File: config.mk
export PLATFORM = sky130hd
export DESIGN_NAME = easyaxi_rd_mst_flat
export DESIGN_NICKNAME = d
export VERILOG_FILES = /design/src/rtl/easyaxi_rd_mst_if.sv /design/src/rtl/easyaxi_rd_mst.sv /design/src/flat_wrapper.sv
export SDC_FILE = /design/constraint.sdc
export NUM_CORES = 1
export LEC_CHECK = 0
export BUFFER_PORTS_ARGS = -buffer_cell sky130_fd_sc_hd__buf_2
export CORE_MARGIN = 1.5
export CORE_UTILIZATION = 48
export DETAILED_ROUTE_END_ITERATION = 6
export HOLD_SLACK_MARGIN = 0.02
export PLACE_DENSITY = 0.79
export SLEW_MARGIN = 20
export SYNTH_ARGS = -nofsm -noshare
export SYNTH_HDL_FRONTEND = slang
export SYNTH_SLANG_ARGS = --single-unit
File: constraint.sdc
create_clock -name clk -period 2.14 [get_ports clk]
set_input_delay 0.107 -clock clk [delete_from_list [all_inputs] [get_ports clk]]
set_output_delay 0.107 -clock clk [all_outputs]
set_load 0.01 [all_outputs]
File: src/rtl/easyaxi_rd_mst_if.sv
// Command, AXI AR/R and result signals of the EasyAXI read master.
// The master modport is the read master's view; slave is the environment's view.
interface easyaxi_rd_mst_if #(
  parameter int ID_W    = 4,
  parameter int ADDR_W  = 32,
  parameter int LEN_W   = 8,
  parameter int SIZE_W  = 3,
  parameter int BURST_W = 2,
  parameter int DATA_W  = 32,
  parameter int RESP_W  = 2
);
  logic               enable;
  logic               cmd_valid;
  logic               cmd_ready;
  logic [ID_W-1:0]    cmd_id;
  logic [ADDR_W-1:0]  cmd_addr;
  logic [LEN_W-1:0]   cmd_len;
  logic [SIZE_W-1:0]  cmd_size;
  logic [BURST_W-1:0] cmd_burst;

  logic               axi_mst_arvalid;
  logic               axi_mst_arready;
  logic [ID_W-1:0]    axi_mst_arid;
  logic [ADDR_W-1:0]  axi_mst_araddr;
  logic [LEN_W-1:0]   axi_mst_arlen;
  logic [SIZE_W-1:0]  axi_mst_arsize;
  logic [BURST_W-1:0] axi_mst_arburst;

  logic               axi_mst_rvalid;
  logic               axi_mst_rready;
  logic [DATA_W-1:0]  axi_mst_rdata;
  logic [RESP_W-1:0]  axi_mst_rresp;
  logic               axi_mst_rlast;

  logic               rd_data_valid;
  logic [DATA_W-1:0]  rd_data;
  logic [RESP_W-1:0]  rd_data_resp;
  logic               rd_data_last;

  logic               done_valid;
  logic [ID_W-1:0]    done_id;
  logic [RESP_W-1:0]  done_resp;
  logic [LEN_W:0]     done_beats;
  logic               done_len_err;

  modport master (
    input  enable, cmd_valid, cmd_id, cmd_addr, cmd_len, cmd_size, cmd_burst,
    output cmd_ready,
    output axi_mst_arvalid, axi_mst_arid, axi_mst_araddr, axi_mst_arlen,
           axi_mst_arsize, axi_mst_arburst,
    input  axi_mst_arready,
    input  axi_mst_rvalid, axi_mst_rdata, axi_mst_rresp, axi_mst_rlast,
    output axi_mst_rready,
    output rd_data_valid, rd_data, rd_data_resp, rd_data_last,
    output done_valid, done_id, done_resp, done_beats, done_len_err
  );

  modport slave (
    output enable, cmd_valid, cmd_id, cmd_addr, cmd_len, cmd_size, cmd_burst,
    input  cmd_ready,
    input  axi_mst_arvalid, axi_mst_arid, axi_mst_araddr, axi_mst_arlen,
           axi_mst_arsize, axi_mst_arburst,
    output axi_mst_arready,
    output axi_mst_rvalid, axi_mst_rdata, axi_mst_rresp, axi_mst_rlast,
    input  axi_mst_rready,
    input  rd_data_valid, rd_data, rd_data_resp, rd_data_last,
    input  done_valid, done_id, done_resp, done_beats, done_len_err
  );
endinterface

File: src/rtl/easyaxi_rd_mst.sv
// Single-outstanding AXI read master: issues one AR per command, forwards each
// R beat on a registered port and reports worst response, beat count, length error.
module easyaxi_rd_mst #(
  parameter int ID_W    = 4,
  parameter int ADDR_W  = 32,
  parameter int LEN_W   = 8,
  parameter int SIZE_W  = 3,
  parameter int BURST_W = 2,
  parameter int DATA_W  = 32,
  parameter int RESP_W  = 2
) (
  input logic             clk,
  input logic             rst_n,
  easyaxi_rd_mst_if.master bus
);

  typedef enum logic [1:0] {IDLE, ADDR, DATA, DONE} state_e;

  state_e             state_q, state_d;
  logic [ID_W-1:0]    id_q, id_d;
  logic [ADDR_W-1:0]  addr_q, addr_d;
  logic [LEN_W-1:0]   len_q, len_d;
  logic [SIZE_W-1:0]  size_q, size_d;
  logic [BURST_W-1:0] burst_q, burst_d;
  logic               arvalid_q, arvalid_d;
  logic [LEN_W:0]     beat_cnt_q, beat_cnt_d;
  logic [RESP_W-1:0]  worst_q, worst_d;
  logic               len_err_q, len_err_d;

  logic               rd_valid_q, rd_valid_d;
  logic [DATA_W-1:0]  rd_data_q, rd_data_d;
  logic [RESP_W-1:0]  rd_resp_q, rd_resp_d;
  logic               rd_last_q, rd_last_d;
  logic               done_valid_q, done_valid_d;
  logic [ID_W-1:0]    done_id_q, done_id_d;
  logic [RESP_W-1:0]  done_resp_q, done_resp_d;
  logic [LEN_W:0]     done_beats_q, done_beats_d;
  logic               done_err_q, done_err_d;

  logic               cmd_fire, r_fire, last_idx;
  logic [LEN_W:0]     beat_inc;
  logic [RESP_W-1:0]  worst_nxt;
  logic               err_nxt;

  // cmd_ready is gated by rst_n so it reads 0 while reset is held.
  assign bus.cmd_ready      = rst_n & bus.enable & (state_q == IDLE);
  assign bus.axi_mst_rready = (state_q == DATA);
  assign cmd_fire           = bus.cmd_valid & bus.cmd_ready;
  assign r_fire             = bus.axi_mst_rvalid & (state_q == DATA);

  // The current beat is the final one the command asked for when its
  // pre-increment index equals len; any disagreement with rlast is a length error.
  assign last_idx  = (beat_cnt_q == {1'b0, len_q});
  assign beat_inc  = (&beat_cnt_q) ? beat_cnt_q : beat_cnt_q + 1'b1;
  assign worst_nxt = (bus.axi_mst_rresp > worst_q) ? bus.axi_mst_rresp : worst_q;
  assign err_nxt   = len_err_q | (bus.axi_mst_rlast != last_idx);

  always_comb begin
    state_d      = state_q;
    id_d         = id_q;
    addr_d       = addr_q;
    len_d        = len_q;
    size_d       = size_q;
    burst_d      = burst_q;
    arvalid_d    = arvalid_q;
    beat_cnt_d   = beat_cnt_q;
    worst_d      = worst_q;
    len_err_d    = len_err_q;
    rd_valid_d   = 1'b0;
    rd_data_d    = rd_data_q;
    rd_resp_d    = rd_resp_q;
    rd_last_d    = rd_last_q;
    done_valid_d = 1'b0;
    done_id_d    = done_id_q;
    done_resp_d  = done_resp_q;
    done_beats_d = done_beats_q;
    done_err_d   = done_err_q;

    unique case (state_q)
      IDLE: begin
        if (cmd_fire) begin
          id_d       = bus.cmd_id;
          addr_d     = bus.cmd_addr;
          len_d      = bus.cmd_len;
          size_d     = bus.cmd_size;
          burst_d    = bus.cmd_burst;
          beat_cnt_d = '0;
          worst_d    = '0;
          len_err_d  = 1'b0;
          arvalid_d  = 1'b1;
          state_d    = ADDR;
        end
      end
      ADDR: begin
        if (arvalid_q && bus.axi_mst_arready) begin
          arvalid_d = 1'b0;
          state_d   = DATA;
        end
      end
      DATA: begin
        if (r_fire) begin
          rd_valid_d = 1'b1;
          rd_data_d  = bus.axi_mst_rdata;
          rd_resp_d  = bus.axi_mst_rresp;
          rd_last_d  = bus.axi_mst_rlast;
          beat_cnt_d = beat_inc;
          worst_d    = worst_nxt;
          len_err_d  = err_nxt;
          if (bus.axi_mst_rlast) begin
            done_valid_d = 1'b1;
            done_id_d    = id_q;
            done_resp_d  = worst_nxt;
            done_beats_d = beat_inc;
            done_err_d   = err_nxt;
            state_d      = DONE;
          end
        end
      end
      DONE: state_d = IDLE;
      default: state_d = IDLE;
    endcase
  end

  always_ff @(posedge clk or negedge rst_n) begin
    if (!rst_n) begin
      state_q      <= IDLE;
      id_q         <= '0;
      addr_q       <= '0;
      len_q        <= '0;
      size_q       <= '0;
      burst_q      <= '0;
      arvalid_q    <= 1'b0;
      beat_cnt_q   <= '0;
      worst_q      <= '0;
      len_err_q    <= 1'b0;
      rd_valid_q   <= 1'b0;
      rd_data_q    <= '0;
      rd_resp_q    <= '0;
      rd_last_q    <= 1'b0;
      done_valid_q <= 1'b0;
      done_id_q    <= '0;
      done_resp_q  <= '0;
      done_beats_q <= '0;
      done_err_q   <= 1'b0;
    end else begin
      state_q      <= state_d;
      id_q         <= id_d;
      addr_q       <= addr_d;
      len_q        <= len_d;
      size_q       <= size_d;
      burst_q      <= burst_d;
      arvalid_q    <= arvalid_d;
      beat_cnt_q   <= beat_cnt_d;
      worst_q      <= worst_d;
      len_err_q    <= len_err_d;
      rd_valid_q   <= rd_valid_d;
      rd_data_q    <= rd_data_d;
      rd_resp_q    <= rd_resp_d;
      rd_last_q    <= rd_last_d;
      done_valid_q <= done_valid_d;
      done_id_q    <= done_id_d;
      done_resp_q  <= done_resp_d;
      done_beats_q <= done_beats_d;
      done_err_q   <= done_err_d;
    end
  end

  assign bus.axi_mst_arvalid = arvalid_q;
  assign bus.axi_mst_arid    = id_q;
  assign bus.axi_mst_araddr  = addr_q;
  assign bus.axi_mst_arlen   = len_q;
  assign bus.axi_mst_arsize  = size_q;
  assign bus.axi_mst_arburst = burst_q;
  assign bus.rd_data_valid   = rd_valid_q;
  assign bus.rd_data         = rd_data_q;
  assign bus.rd_data_resp    = rd_resp_q;
  assign bus.rd_data_last    = rd_last_q;
  assign bus.done_valid      = done_valid_q;
  assign bus.done_id         = done_id_q;
  assign bus.done_resp       = done_resp_q;
  assign bus.done_beats      = done_beats_q;
  assign bus.done_len_err    = done_err_q;

endmodule

File: src/flat_wrapper.sv
// flat-port wrapper written by rule: the top's interface ports become plain ports
module easyaxi_rd_mst_flat 
#(
  parameter int ID_W    = 4,
  parameter int ADDR_W  = 32,
  parameter int LEN_W   = 8,
  parameter int SIZE_W  = 3,
  parameter int BURST_W = 2,
  parameter int DATA_W  = 32,
  parameter int RESP_W  = 2
)
  (clk, rst_n, bus_enable, bus_cmd_valid, bus_cmd_id, bus_cmd_addr, bus_cmd_len, bus_cmd_size, bus_cmd_burst, bus_cmd_ready, bus_axi_mst_arvalid, bus_axi_mst_arid, bus_axi_mst_araddr, bus_axi_mst_arlen, bus_axi_mst_arsize, bus_axi_mst_arburst, bus_axi_mst_arready, bus_axi_mst_rvalid, bus_axi_mst_rdata, bus_axi_mst_rresp, bus_axi_mst_rlast, bus_axi_mst_rready, bus_rd_data_valid, bus_rd_data, bus_rd_data_resp, bus_rd_data_last, bus_done_valid, bus_done_id, bus_done_resp, bus_done_beats, bus_done_len_err);
  easyaxi_rd_mst_if #(.ID_W(ID_W), .ADDR_W(ADDR_W), .LEN_W(LEN_W), .SIZE_W(SIZE_W), .BURST_W(BURST_W), .DATA_W(DATA_W), .RESP_W(RESP_W)) bus_i ();
  input logic clk;
  input logic rst_n;
  input wire logic [$bits(bus_i.enable)-1:0] bus_enable;
  input wire logic [$bits(bus_i.cmd_valid)-1:0] bus_cmd_valid;
  input wire logic [$bits(bus_i.cmd_id)-1:0] bus_cmd_id;
  input wire logic [$bits(bus_i.cmd_addr)-1:0] bus_cmd_addr;
  input wire logic [$bits(bus_i.cmd_len)-1:0] bus_cmd_len;
  input wire logic [$bits(bus_i.cmd_size)-1:0] bus_cmd_size;
  input wire logic [$bits(bus_i.cmd_burst)-1:0] bus_cmd_burst;
  output wire logic [$bits(bus_i.cmd_ready)-1:0] bus_cmd_ready;
  output wire logic [$bits(bus_i.axi_mst_arvalid)-1:0] bus_axi_mst_arvalid;
  output wire logic [$bits(bus_i.axi_mst_arid)-1:0] bus_axi_mst_arid;
  output wire logic [$bits(bus_i.axi_mst_araddr)-1:0] bus_axi_mst_araddr;
  output wire logic [$bits(bus_i.axi_mst_arlen)-1:0] bus_axi_mst_arlen;
  output wire logic [$bits(bus_i.axi_mst_arsize)-1:0] bus_axi_mst_arsize;
  output wire logic [$bits(bus_i.axi_mst_arburst)-1:0] bus_axi_mst_arburst;
  input wire logic [$bits(bus_i.axi_mst_arready)-1:0] bus_axi_mst_arready;
  input wire logic [$bits(bus_i.axi_mst_rvalid)-1:0] bus_axi_mst_rvalid;
  input wire logic [$bits(bus_i.axi_mst_rdata)-1:0] bus_axi_mst_rdata;
  input wire logic [$bits(bus_i.axi_mst_rresp)-1:0] bus_axi_mst_rresp;
  input wire logic [$bits(bus_i.axi_mst_rlast)-1:0] bus_axi_mst_rlast;
  output wire logic [$bits(bus_i.axi_mst_rready)-1:0] bus_axi_mst_rready;
  output wire logic [$bits(bus_i.rd_data_valid)-1:0] bus_rd_data_valid;
  output wire logic [$bits(bus_i.rd_data)-1:0] bus_rd_data;
  output wire logic [$bits(bus_i.rd_data_resp)-1:0] bus_rd_data_resp;
  output wire logic [$bits(bus_i.rd_data_last)-1:0] bus_rd_data_last;
  output wire logic [$bits(bus_i.done_valid)-1:0] bus_done_valid;
  output wire logic [$bits(bus_i.done_id)-1:0] bus_done_id;
  output wire logic [$bits(bus_i.done_resp)-1:0] bus_done_resp;
  output wire logic [$bits(bus_i.done_beats)-1:0] bus_done_beats;
  output wire logic [$bits(bus_i.done_len_err)-1:0] bus_done_len_err;
  assign bus_i.enable = bus_enable;
  assign bus_i.cmd_valid = bus_cmd_valid;
  assign bus_i.cmd_id = bus_cmd_id;
  assign bus_i.cmd_addr = bus_cmd_addr;
  assign bus_i.cmd_len = bus_cmd_len;
  assign bus_i.cmd_size = bus_cmd_size;
  assign bus_i.cmd_burst = bus_cmd_burst;
  assign bus_cmd_ready = bus_i.cmd_ready;
  assign bus_axi_mst_arvalid = bus_i.axi_mst_arvalid;
  assign bus_axi_mst_arid = bus_i.axi_mst_arid;
  assign bus_axi_mst_araddr = bus_i.axi_mst_araddr;
  assign bus_axi_mst_arlen = bus_i.axi_mst_arlen;
  assign bus_axi_mst_arsize = bus_i.axi_mst_arsize;
  assign bus_axi_mst_arburst = bus_i.axi_mst_arburst;
  assign bus_i.axi_mst_arready = bus_axi_mst_arready;
  assign bus_i.axi_mst_rvalid = bus_axi_mst_rvalid;
  assign bus_i.axi_mst_rdata = bus_axi_mst_rdata;
  assign bus_i.axi_mst_rresp = bus_axi_mst_rresp;
  assign bus_i.axi_mst_rlast = bus_axi_mst_rlast;
  assign bus_axi_mst_rready = bus_i.axi_mst_rready;
  assign bus_rd_data_valid = bus_i.rd_data_valid;
  assign bus_rd_data = bus_i.rd_data;
  assign bus_rd_data_resp = bus_i.rd_data_resp;
  assign bus_rd_data_last = bus_i.rd_data_last;
  assign bus_done_valid = bus_i.done_valid;
  assign bus_done_id = bus_i.done_id;
  assign bus_done_resp = bus_i.done_resp;
  assign bus_done_beats = bus_i.done_beats;
  assign bus_done_len_err = bus_i.done_len_err;
  easyaxi_rd_mst #(.ID_W(ID_W), .ADDR_W(ADDR_W), .LEN_W(LEN_W), .SIZE_W(SIZE_W), .BURST_W(BURST_W), .DATA_W(DATA_W), .RESP_W(RESP_W)) u_core (.clk(clk), .rst_n(rst_n), .bus(bus_i));
endmodule
==> results by group <==
Outcome
  • Status: finished clean

Power
  • Logic pwr share: 4.9%
  • Maximum VDD drop: 0.000544 V
  • Power per cell area: 746 mW/mm2
  • Switch share: 19.2%
  • Internal: 0.00450 W
  • Reg power frac: 39.7%
  • Power share of the clock group: 55.4%
  • NetSw: 0.00107 W
  • Static leakage: 4.23 nW

Yosys
  • Synthesized flop and latch total: 117
  • Synthesized area: 0.00486 mm2
  • Number of library cell types mapped by synthesis: 39
  • Post-Synthesis Cells: 466
  • Yosys Warn Count: 0
  • Avg Inst Size Synth: 10.4 um2
  • Syn_nets: 563
  • Post-synthesis sequential area ratio: 60.2%

Finish
  • Final-stage net count: 848
  • P&R area growth vs syn: 53.8%
  • Core Util, Final: 76.1%
  • Layout cells sized above 1: 36.6%

Global routing
  • Initial antenna violation count: 2
  • GRT Max-Usage Layer: met2
  • GRT Util Overall: 27.6%
  • Routing usage on met3: 9.13%
  • GRT met1 Usage: 30.6%
  • Largest net degree at the start of global routing: 89
  • First-pass GRT wire length: 23200 um
  • GRT overflow: 0
  • Vias in the first global route: 4816
  • GR met2 Demand/Resource: 47.7%

Timing
  • Unrepaired setup endpoints after global routing: no
  • Final worst-path cycle share: 87.2%
  • Setup TNS: 0 ps
  • Worst-Margin Slew: 782 ps
  • Highest clock rate: 536 MHz
  • Fin. Hold Viols: 0
  • Tmin final: 1870 ps
  • Max Slew Vio Count: 0
  • Worst Clk Skew: 10.6 ps
  • Final setup fails: 0
  • Worst slew margin: 47.8%

Detailed routing
  • Via density: 5.05
  • Initial DRT Pass Iterations: 5
  • Wire per inst: 15.8 um
  • # DRC: 0
  • Violation count after the first detailed-routing iteration: 233
  • Vias: 4530
  • Detailed Route WL: 14200 um
  • Post-route antenna net violation count: 0

Critical path
  • Crit path max-delay cell type: dfrtp_1
  • Cell family with most CP delay: buffers and inverters
  • Critical path buffers and inverters: 3
  • CP Max Fanout: 33
  • Cell Chain, Critical Path: inv_1 > ha_1 > nand2_1 > inv_2 > buf_4 > mux2_2
  • Critical Path AT: 2270 ps
  • CP Class: reg -> reg
  • Required @ worst endpoint: 2550 ps
  • CP max stage delay: 400 ps
  • Crit. End Element: flip-flop
  • Crit start category: flip-flop

Floorplan
  • Die height: 104 um
  • Io pins: 195
  • Chip Width: 104 um
  • Num rows: 36
  • Die footprint: 0.0107 mm2
  • Core Area: 0.00982 mm2
  • Starting Density: 49.5%

Clocking
  • Setup Buffers After CTS: 0
  • CTS clock-pin slew for the worst setup and hold paths: 60 ps
  • Clk sinks: 117
  • Clock latency on the worst-skew pair: 530 ps
  • Clk Tree Root Cell: clkbuf_8
  • Max H-tree Level: 4
  • CTS Buffer Depth: 2
  • CTS Buf Count: 17
  • CTS tree: built

Job
  • Max cap viols: 0

Placed design
  • Routability cong.: 0.872
  • IO buf count: 194
  • Detailed Place HPWL: 8310 um

Worst hold path
  • Hold Path Class: in -> reg
==> registers in the layout, summed over array words and instances, names as in the netlist, 2 cells and up <==
register	flops
u_core.bus.done_beats	9
u_core.bus.axi_mst_araddr	32
u_core.beat_cnt_q	9
u_core.bus.rd_data_resp	2
u_core.worst_q	2
u_core.bus.axi_mst_arlen	8
u_core.state_q	2
u_core.bus.axi_mst_arid	4
u_core.bus.done_resp	2
u_core.bus.axi_mst_arsize	3
u_core.bus.done_id	4
u_core.bus.axi_mst_arburst	2
u_core.bus.rd_data	32
==> final cells by class <==
type	count	area, um2
sequential	117	2930
clock buffer	22	473
inverter	8	30.0
antenna	1	2.50
fill	653	2350
timing repair buffer	289	1910
tap	133	166
clock inverter	9	173
multi-input combinational	318	1800
==> cells in the mapped netlist <==
master	n	share of area [%]
a21oi_1	9	0.93
o21ai_1	5	0.51
and2_1	1	0.13
o21ai_0	25	2.6
mux2i_1	2	0.41
nand3b_1	1	0.15
a211o_1	1	0.18
ha_1	7	1.8
xor2_1	3	0.54
a21oi_2	1	0.18
buf_6	1	0.23
buf_4	2	0.31
clkbuf_1	8	0.62
and2_2	1	0.15
or4_4	1	0.23
nand4_4	1	0.44
o22ai_1	1	0.13
nand4_1	2	0.26
a222oi_1	1	0.21
and3_1	2	0.26
a211oi_2	1	0.26
and4_1	2	0.36
a31oi_1	1	0.13
a21o_1	1	0.15
xor2_2	1	0.33
mux2_2	36	8.3
nor2b_1	1	0.13
nand3_1	6	0.62
o31ai_1	2	0.31
inv_2	1	0.077
nand2_1	184	14
and4_2	1	0.21
nor2_1	8	0.62
inv_1	7	0.54
xnor2_2	1	0.33
a32o_1	1	0.21
xnor2_1	8	1.4
buf_2	12	1.2
dfrtp_1	117	60
==> logic make-up (layout without fill, tap and decap cells) <==
kind of cell	after synthesis	in the layout	share of synthesized area [%]
AND/OR/NAND/NOR	211	211	17.8
flip-flops	117	117	60.2
AO/OA/AOI/OAI	49	49	5.77
multiplexers	38	38	8.75
buffers and inverters	31	328	3.01
XOR/XNOR	13	13	2.65
adder cells (fa/ha/maj)	7	7	1.80
other	0	1	0
==> worst paths after layout <==
| check | start | end | slack [ps] | cells after the start |
|---|---|---|---|---|
| setup / recovery | u_core.state_q[0] | u_core.bus.rd_data[7] | 270 | 6 |
| hold / removal | bus_axi_mst_rvalid | u_core.bus.rd_data_resp[0] | 60 | 4 |
| setup reg to reg | u_core.state_q[0] | u_core.bus.rd_data[7] | 270 | 6 |
| hold reg to reg | u_core.bus.done_beats[8] | u_core.bus.done_beats[8] | 460 | 2 |
| max in group asynchronous | rst_n | u_core.bus.axi_mst_arlen[6] | 1220 | 3 |
| min in group asynchronous | rst_n | u_core.bus.axi_mst_araddr[5] | 240 | 3 |
==> worst min-delay path, delay by kind of cell <==
kind            cells  cell delay [ps]
buf+inv             2              260
simple gates        1               80
compound gates      1               80
==> routing by layer <==
layer,part of all wire [%],vias up
li1,-,2094
met1,38,2179
met2,51,213
met3,7.1,42
met4,2.9,2
met5,0.084,-
==> placed cells by master, fill, tap and decap left out, drive strengths merged <==
cell type,n
xor2,4
o21ai,30
diode,1
a211o,1
buf,203
dfrtp,117
and4,3
a21o,1
clkbuf,22
a31oi,1
a32o,1
and3,2
clkinv,3
and2,2
a21oi,10
nor2b,1
nand4,3
mux2i,2
nand2,184
a211oi,1
o31ai,2
a222oi,1
or4,1
nand3,6
xnor2,9
nand3b,1
mux2,36
inv,8
bufinv,5
nor2,8
dlygate4sd3,86
clkinvlp,1
o22ai,1
ha,7
==> through the flow <==
| step | worst slack, ps | power, W | instance area [um2] | std cells | hold slack [ps] |
|---|---|---|---|---|---|
| after floorplan | 435 | 0.00226 | 4860 | 466 | -189 |
| after global placement | 331 | 0.00239 | 5950 | 779 | 192 |
| after detailed placement | 239 | 0.00240 | 5950 | 779 | 198 |
| after CTS | 229 | 0.00560 | 7460 | 896 | 53.0 |
| after global routing | 99.4 | 0.00573 | 7470 | 896 | 81.0 |
| final | 273 | 0.00557 | 7470 | 897 | 63.9 |
==> power groups by stage <==
stage | logic, W | clock network, W | registers [W]
global placement | 0.000137 | 0 | 0.00225
global route | 0.000294 | 0.00322 | 0.00221
finish | 0.000272 | 0.00309 | 0.00221
detailed placement | 0.000142 | 0 | 0.00225
floorplan | 0.00000954 | 0 | 0.00225
CTS | 0.000264 | 0.00312 | 0.00221
==> repair_timing <==
action,in CTS,in global routing
setup endpoints to repair,0,3
hold buffers,86,0
endpoints found under the hold margin,204,0
resized for setup,0,2
(Power assumes the default switching activity.)
